==> src/rtl/integ_decim.sv <==
// Cascaded CIC integrator chain with decimating output register.
// Optional macro INTEG_DECIM_SYNC_EN adds samp_sync for decimation phase alignment.
module integ_decim #(
  parameter int INP_WIDTH  = 8,
  parameter int SAMP_WIDTH = 24,
  parameter int CIC_N      = 3,
  parameter int CIC_R      = 8
) (
  input  logic                  clk,
  input  logic                  reset,
  input  logic [INP_WIDTH-1:0]  samp_inp_data,
  input  logic                  samp_inp_str,
`ifdef INTEG_DECIM_SYNC_EN
  input  logic                  samp_sync,
`endif
  output logic [SAMP_WIDTH-1:0] samp_out_data,
  output logic                  samp_out_str
);

  localparam int CNT_W = (CIC_R > 1) ? $clog2(CIC_R) : 1;

  logic [SAMP_WIDTH-1:0] inp_ext;
  logic [SAMP_WIDTH-1:0] acc_reg  [CIC_N];
  logic [SAMP_WIDTH-1:0] acc_next [CIC_N];
  logic [CNT_W-1:0]      dec_cnt_reg;
  logic [CNT_W-1:0]      dec_cnt_next;
  logic [CNT_W-1:0]      cnt_eff;
  logic                  out_fire;
  logic [SAMP_WIDTH-1:0] out_data_reg;
  logic                  out_str_reg;

  assign inp_ext = SAMP_WIDTH'($signed(samp_inp_data));

  // Each stage adds the pre-edge value of its predecessor, so the chain is pipelined.
  generate
    for (genvar gi = 0; gi < CIC_N; gi++) begin : g_stage
      if (gi == 0) begin : g_first
        assign acc_next[gi] = acc_reg[gi] + inp_ext;
      end else begin : g_rest
        assign acc_next[gi] = acc_reg[gi] + acc_reg[gi-1];
      end

      always_ff @(posedge clk) begin
        if (reset) begin
          acc_reg[gi] <= '0;
        end else if (samp_inp_str) begin
          acc_reg[gi] <= acc_next[gi];
        end
      end
    end
  endgenerate

  always_comb begin
    cnt_eff = dec_cnt_reg;
`ifdef INTEG_DECIM_SYNC_EN
    // A sync pulse makes the current (or next) strobe phase zero.
    if (samp_sync) begin
      cnt_eff = '0;
    end
`endif
    out_fire     = samp_inp_str && (cnt_eff == CNT_W'(CIC_R - 1));
    dec_cnt_next = cnt_eff;
    if (samp_inp_str) begin
      dec_cnt_next = out_fire ? '0 : cnt_eff + 1'b1;
    end
  end

  always_ff @(posedge clk) begin
    if (reset) begin
      dec_cnt_reg  <= '0;
      out_str_reg  <= 1'b0;
      out_data_reg <= '0;
    end else begin
      dec_cnt_reg <= dec_cnt_next;
      out_str_reg <= out_fire;
      if (out_fire) begin
        out_data_reg <= acc_next[CIC_N-1];
      end
    end
  end

  assign samp_out_data = out_data_reg;
  assign samp_out_str  = out_str_reg;

endmodule

==> config.mk <==
export PLATFORM = sky130hd
export DESIGN_NAME = integ_decim
export DESIGN_NICKNAME = d
export VERILOG_FILES = /design/src/rtl/integ_decim.sv
export SDC_FILE = /design/constraint.sdc
export NUM_CORES = 1
export LEC_CHECK = 0
export ABC_CLOCK_PERIOD_IN_PS = 3250
export CAP_MARGIN = 20
export CORE_UTILIZATION = 55
export DETAILED_ROUTE_END_ITERATION = 6
export GPL_TIMING_DRIVEN = 0
export PLACE_DENSITY = 0.82
export SKIP_LAST_GASP = 1
export SYNTH_ARGS = -nofsm -noshare
export SYNTH_HDL_FRONTEND = slang
export SYNTH_SLANG_ARGS = --single-unit
==> constraint.sdc <==
create_clock -name clk -period 3.25 [get_ports clk]
set_input_delay 0.65 -clock clk [delete_from_list [all_inputs] [get_ports clk]]
set_output_delay 0.65 -clock clk [all_outputs]
set_load 0.01 [all_outputs]
==> parameters.txt, run 1 <==
Parameter                              Value

Clocking
  Clock insertion delay at the later pin of the skew report    350 ps
  CTS buffer count    9
  Clock tree from TritonCTS    built
  Clock-pin slew on the worst setup and hold paths    70 ps
  H-Tree Level Count    3
  CTS Root Cell    clkbuf_16
  CTS Hold Buffers Added    0
  Number of clock sinks    100
  CTS Buffer Depth    2

Synth
  Prevailing post-synth register cell    edfxtp_1
  Syn Nets    843
  Synthesized instance count    758
  Share of flip-flops with an asynchronous set or reset    0%
  Number of enable flip-flop cells after synthesis    72
  Netlist area before placement    0.00705 mm2
  Syn_area_per_cell    9.30 um2
  Largest cells by area after synthesis    edfxtp_1 (31%), ha_1 (13%), dfxtp_1 (8.0%)
  Library cell with the largest summed area after synthesis    edfxtp_1
  Sequential area share after synthesis    38.6%
  Distinct cell type count after synthesis    58
  Syn. warnings    0
  Register bit total from synthesis    100
  Proportion of netlist area held by the largest area contributor    30.7%

Drt
  DRC violations left    0
  Vias after detailed routing    6037
  Pre-Repair DR Iteration Count    5
  M1 wire length    7410 um
  Routed met2 length    8000 um
  Final antenna-violating net count    0
  Average routed wire per standard cell    17.2 um
  Detailed Route Iter0 Violations    605
  Sum of met3 wire segment lengths after detailed routing    970 um
  Routed wire length    16800 um
  Via density per instance    6.19
  Top routing layer in use    met4

Floorplan
  Die footprint    0.0133 mm2
  Boundary Pins    36
  Rows    40
  Die outline height    115 um
  Core region area    0.0123 mm2
  Initial core utilization    57.5%
  Floorplan die width    115 um

Critical path
  Critical Path Fanout Max    4
  Crit path DAT    3220 ps
  CP Launch Type    register
  Required time worst endpoint    3340 ps
  Sort of element at the end of the critical path    register
  Critical path start-end classification    reg -> reg

Pwr
  IR Drop Worst-Case VDD    0.298 mV
  Static Leakage    3.24 nW
  Power Dens Cells    498 mW/mm2

STA
  Number of endpoints failing setup at the final stage    0
  Final period util    96.5%
  Clock period minus worst slack    3140 ps
  Clock skew    7.51 ps
  Unrepaired setup endpoints after global routing    false
  Final-report max-slew violation count    0
  Hold Violations, Final    0
  Crit path setup slack, layout    112 ps
  Maximum clock frequency    319 MHz
  Final-layout setup total negative slack    0 ps
  Transition time at the pin with the least slew margin    867 ps
  Slew headroom    42.1%

Cells and area
  Cell area after layout    0.00792 mm2
  Number of nets at the end of the flow    889
  Final cell count without fillers    976
  Number of antenna cells inserted    0
  Layout filler cell count    970
  Area growth from synthesis to final layout    12.4%
  Largest register FFs    72
  Share of cells above drive strength 1    4.21%

Flow run
  Max-cap violations    0

Global route
  Overflow after GRT    0
  Wire length of the first global-routing pass    27100 um
  Number of global-route vias before repair    5559
  GRT Overall Usage    26.3%
  Number of antenna violations at the first check in global routing    0
  Largest net degree at the start of global routing    55

Hold path
  Type of the tightest min-delay check    reg -> reg

Placed design
  Post-place setup slack    -730 ps
  DP Wirelength    12900 um
  Routability congestion estimate from global placement    0.987
  Port Buffer Count    34
  Post-Place Cells    961
  Cell Area, Placed    0.00763 mm2

Outcome
  Outcome    finished, final reports clean
logic make-up after synthesis:
group	Yosys count	synth area share, %
AND/OR/NAND/NOR	247	16.5
AO/OA/AOI/OAI	227	21.1
flip-flops	100	38.6
adder cells (fa/ha/maj)	74	13.5
XOR/XNOR	57	7.08
buffers and inverters	49	2.66
multiplexers	4	0.568
metrics by stage:
step                util (%)  power (mW)  hold WS [ps]
CTS                     64.6        3.92           457
floorplan                  -        2.56           450
finish                  64.6        3.94           453
global route            64.6        4.15           472
global placement        62.0        2.79           443
detailed placement      62.2        2.86           447
cell usage in the layout, fill, tap and decap left out, types with 15 or more instances in the layout:
cell / synthesis / layout
xor2_1: 30 / 30
nand3_1: 18 / 18
nand2_1: 53 / 53
a21o_1: 30 / 30
clkbuf_1: 29 / 31
ha_1: 71 / 69
a211oi_1: 16 / 16
nand4_1: 16 / 16
and2_1: 15 / 15
edfxtp_1: 72 / 72
dfxtp_1: 28 / 28
clkdlybuf4s50_1: 0 / 33
o21ai_0: 34 / 34
xnor2_1: 27 / 27
a21oi_1: 76 / 75
nor2_1: 94 / 94
routing by layer:
metal,GRT usage [%],up-vias
li1,-,2917
met1,33.5,2787
met2,45.5,288
met3,2.95,45
met4,10.8,0
met5,0,-
repair_timing:
item / 4_1_cts / 5_1_grt
hold endpoints to repair: 0 / 0
gates resized for setup: 3 / 6
buffers inserted: 0 / 0
endpoints found under the setup margin: 9 / 5
critical path, stage by stage, from the launching register on:
cell	delay [ps]
edfxtp_1	430
ha_1	260
fa_1	410
a21o_1	210
a311o_1	420
a31oi_4	280
o22ai_2	140
a41oi_1	450
xor2_1	210
nor2_1	60
worst paths after layout:
path / start / endpoint / slack (ps) / cells after the start
min reg2reg: samp_out_data[12] / samp_out_data[12] / 450 / 2
max reg2reg: acc_reg[1][0] / acc_reg[2][20] / 110 / 9
max: acc_reg[1][0] / acc_reg[2][20] / 110 / 9
min: samp_out_data[12] / samp_out_data[12] / 450 / 2
cells in the mapped netlist, drive strengths merged, types with 10 or more instances:
cell / count
nor2: 94
a21oi: 77
edfxtp: 72
ha: 71
nand2: 53
o21ai: 35
a21o: 30
xor2: 30
clkbuf: 29
dfxtp: 28
xnor2: 27
nand3: 18
a211oi: 17
nand4: 16
and2: 15
a31oi: 14
and3: 12
inv: 11
nor3: 11
o21a: 10
o21bai: 10
cell type report:
class,instances,area [um2],share of cell area (%)
multi-input combinational,609,4160,52.5
timing repair buffer,35,363,4.58
clock buffer,11,233,2.94
clock inverter,4,51.3,0.647
sequential,100,2720,34.4
inverter,11,41.3,0.521
tap,168,210,2.65
buffer,38,146,1.85
power breakdown:
| part | internal, mW | switching, mW |
|---|---|---|
| Combinational | 0.496 | 0.800 |
| Sequential | 1.50 | 0.0838 |
| Clock | 0.593 | 0.466 |
| Total | 2.59 | 1.35 |
Note: power is estimated with default switching activity, not from simulation.
==> inputs of run 2 (changes only) <==
--- a/config.mk
+++ b/config.mk
@@ -5,7 +5,7 @@
 export SDC_FILE = /design/constraint.sdc
 export NUM_CORES = 1
 export LEC_CHECK = 0
-export ABC_CLOCK_PERIOD_IN_PS = 3250
+export ABC_CLOCK_PERIOD_IN_PS = 3600
 export CAP_MARGIN = 20
 export CORE_UTILIZATION = 55
 export DETAILED_ROUTE_END_ITERATION = 6
@@ -15,3 +15,4 @@
 export SYNTH_ARGS = -nofsm -noshare
 export SYNTH_HDL_FRONTEND = slang
 export SYNTH_SLANG_ARGS = --single-unit
+export TNS_END_PERCENT = 10
==> constraint.sdc (replaced) <==
create_clock -name clk -period 3.6 [get_ports clk]
set_input_delay 0.72 -clock clk [delete_from_list [all_inputs] [get_ports clk]]
set_output_delay 0.72 -clock clk [all_outputs]
set_load 0.01 [all_outputs]
==> run 2 against run 1 <==
Effect of this change:
- count of clock-buffer cells in the layout stayed put
- final area down 0.19%
- sequential power is 10% lower
- critical path type is now in -> reg
- routed wire length rose by 0.20%
==> parameters.txt, run 2 (synthesis gave the netlist of run 1 again) <==
Parameter                              Value

Drt
  Final antenna-violating net count    0
  Average routed wire per standard cell    17.2 um
  Detailed Route Iter0 Violations    618
  Via density per instance    6.16
  Vias after detailed routing    6016
  Pre-Repair DR Iteration Count    5
  Routed wire length    16800 um
  DRC violations left    0

STA
  Final-report max-slew violation count    0
  Unrepaired setup endpoints after global routing    false
  Hold Violations, Final    0
  Maximum clock frequency    310 MHz
  Number of endpoints failing setup at the final stage    0
  Transition time at the pin with the least slew margin    864 ps
  Final period util    89.5%
  Slew headroom    42.2%
  Clock period minus worst slack    3220 ps
  Clock skew    6.66 ps

Critical path
  Sort of element at the end of the critical path    register
  CP Launch Type    primary input
  Dominant delay contributor by cell family on the critical path    compound AO/OA/AOI/OAI gates
  Worst stage delay on the critical path    460 ps
  Critical Path Fanout Max    4
  Buf+Inv Stages, Crit Path    1
  Worst-path cell chain    clkdlybuf4s50_1 > ha_1 > fa_1 > a211oi_1 > nor2_1 > o2111ai_1 > a21oi_1 > nor2_1 > o21ai_0 > mux2i_1
  Crit path DAT    3320 ps
  Cell type of the slowest stage on the worst timing path    o2111ai_1
  Required time worst endpoint    3700 ps
  Critical path start-end classification    in -> reg
  Most Frequent Cell on Critical Path    nor2_1

Floorplan
  Initial core utilization    57.5%
  Die footprint    0.0133 mm2
  Rows    40
  Floorplan die width    115 um
  Boundary Pins    36
  Core region area    0.0123 mm2
  Die outline height    115 um

Pwr
  IR Drop Worst-Case VDD    0.269 mV
  Post-layout power    3.56 mW
  Power Dens Cells    450 mW/mm2
  Static Leakage    3.25 nW

Clocking
  CTS Hold Buffers Added    0
  Clock-pin slew on the worst setup and hold paths    70 ps
  CTS buffer count    9
  Number of clock sinks    100
  Clock insertion delay at the later pin of the skew report    350 ps
  CTS Buffer Depth    2
  Setup Buffers After CTS    0
  Resized cells post-CTS    1
  CTS Root Cell    clkbuf_16
  Clock tree from TritonCTS    built
  H-Tree Level Count    3

Global route
  Number of global-route vias before repair    5559
  Largest net degree at the start of global routing    55
  Number of antenna violations at the first check in global routing    0
  Wire length of the first global-routing pass    27100 um
  GRT Overall Usage    26.3%
  Overflow after GRT    0

Flow run
  Max-cap violations    0

Cells and area
  Commonest non-fill, non-tap cells in the layout    nor2_1 (94), a21oi_1 (76), edfxtp_1 (72), ha_1 (71), nand2_1 (53)
  Final cell utilization of the core    64.5%
  Area growth from synthesis to final layout    12.2%
  Number of nets at the end of the flow    889
  Number of antenna cells inserted    0
  Most common library cell in the layout ignoring fill and taps    nor2_1
  Largest register FFs    72
  Final cell count without fillers    976
  Share of cells above drive strength 1    3.71%

Placed design
  DP Wirelength    12900 um
  Routability congestion estimate from global placement    0.987
  Post-Place Cells    961
  Port Buffer Count    34

Outcome
  Outcome    finished, final reports clean

Hold path
  Type of the tightest min-delay check    reg -> reg
==> run 2: changes by cell type in the layout (fill, tap and decap cells not counted) <==
cell       previous run  this run
ha_1                 69        71
ha_2                  2         0
a21oi_1              75        76
a21oi_2               2         1
buf_2                 4         3
clkbuf_2              0         1
o2111ai_1             0         1
o2111ai_2             1         0
==> run 2: final timing paths <==
check / startpoint / end / slack [ps] / depth (start not counted)
max reg2reg: acc_reg[1][0] / acc_reg[2][20] / 480 / 9
min: samp_out_data[12] / samp_out_data[12] / 450 / 2
max: samp_inp_data[0] / acc_reg[0][16] / 380 / 10
min reg2reg: samp_out_data[12] / samp_out_data[12] / 450 / 2
==> run 2: metrics by stage <==
step,setup TNS (ps),setup WS [ps],hold WS (ps),instance area [um2]
6_report,0,377,453,7910
3_5_place_dp,-2620,-450,447,7630
3_3_place_gp,-1440,-293,443,7600
4_1_cts,0,187,457,7910
5_1_grt,0,135,472,7910
2_1_floorplan,0,883,450,7050
==> run 2: power breakdown <==
part | internal [mW] | switching, mW
combinational | 0.446 | 0.721
clock | 0.536 | 0.421
sequential | 1.36 | 0.0759
==> run 2: area by class of cell <==
type / instances / area (um2)
Fill cell: 972 / 4350
Tap cell: 168 / 210
Sequential cell: 100 / 2720
Clock buffer: 11 / 233
Clock inverter: 4 / 51.3
Buffer: 38 / 146
Timing Repair Buffer: 35 / 363
Multi-Input combinational cell: 609 / 4140
Inverter: 11 / 41.3
==> run 2: per-layer routing <==
metal | part of all wire, % | GRT usage (%) | wire (um) | vias to the layer above
met3 | 5.5 | 2.95 | 918 | 42
met1 | 45 | 33.5 | 7510 | 2796
met5 | 0 | 0 | 0 | -
met4 | 2.4 | 10.8 | 401 | 0
li1 | - | - | - | 2915
met2 | 48 | 45.5 | 8000 | 263
==> run 2: tightest hold or removal path, delay by kind of cell (launching register included) <==
kind            cells  cell delay (ps)
flops               1              310
compound gates      1               50
simple gates        1               50
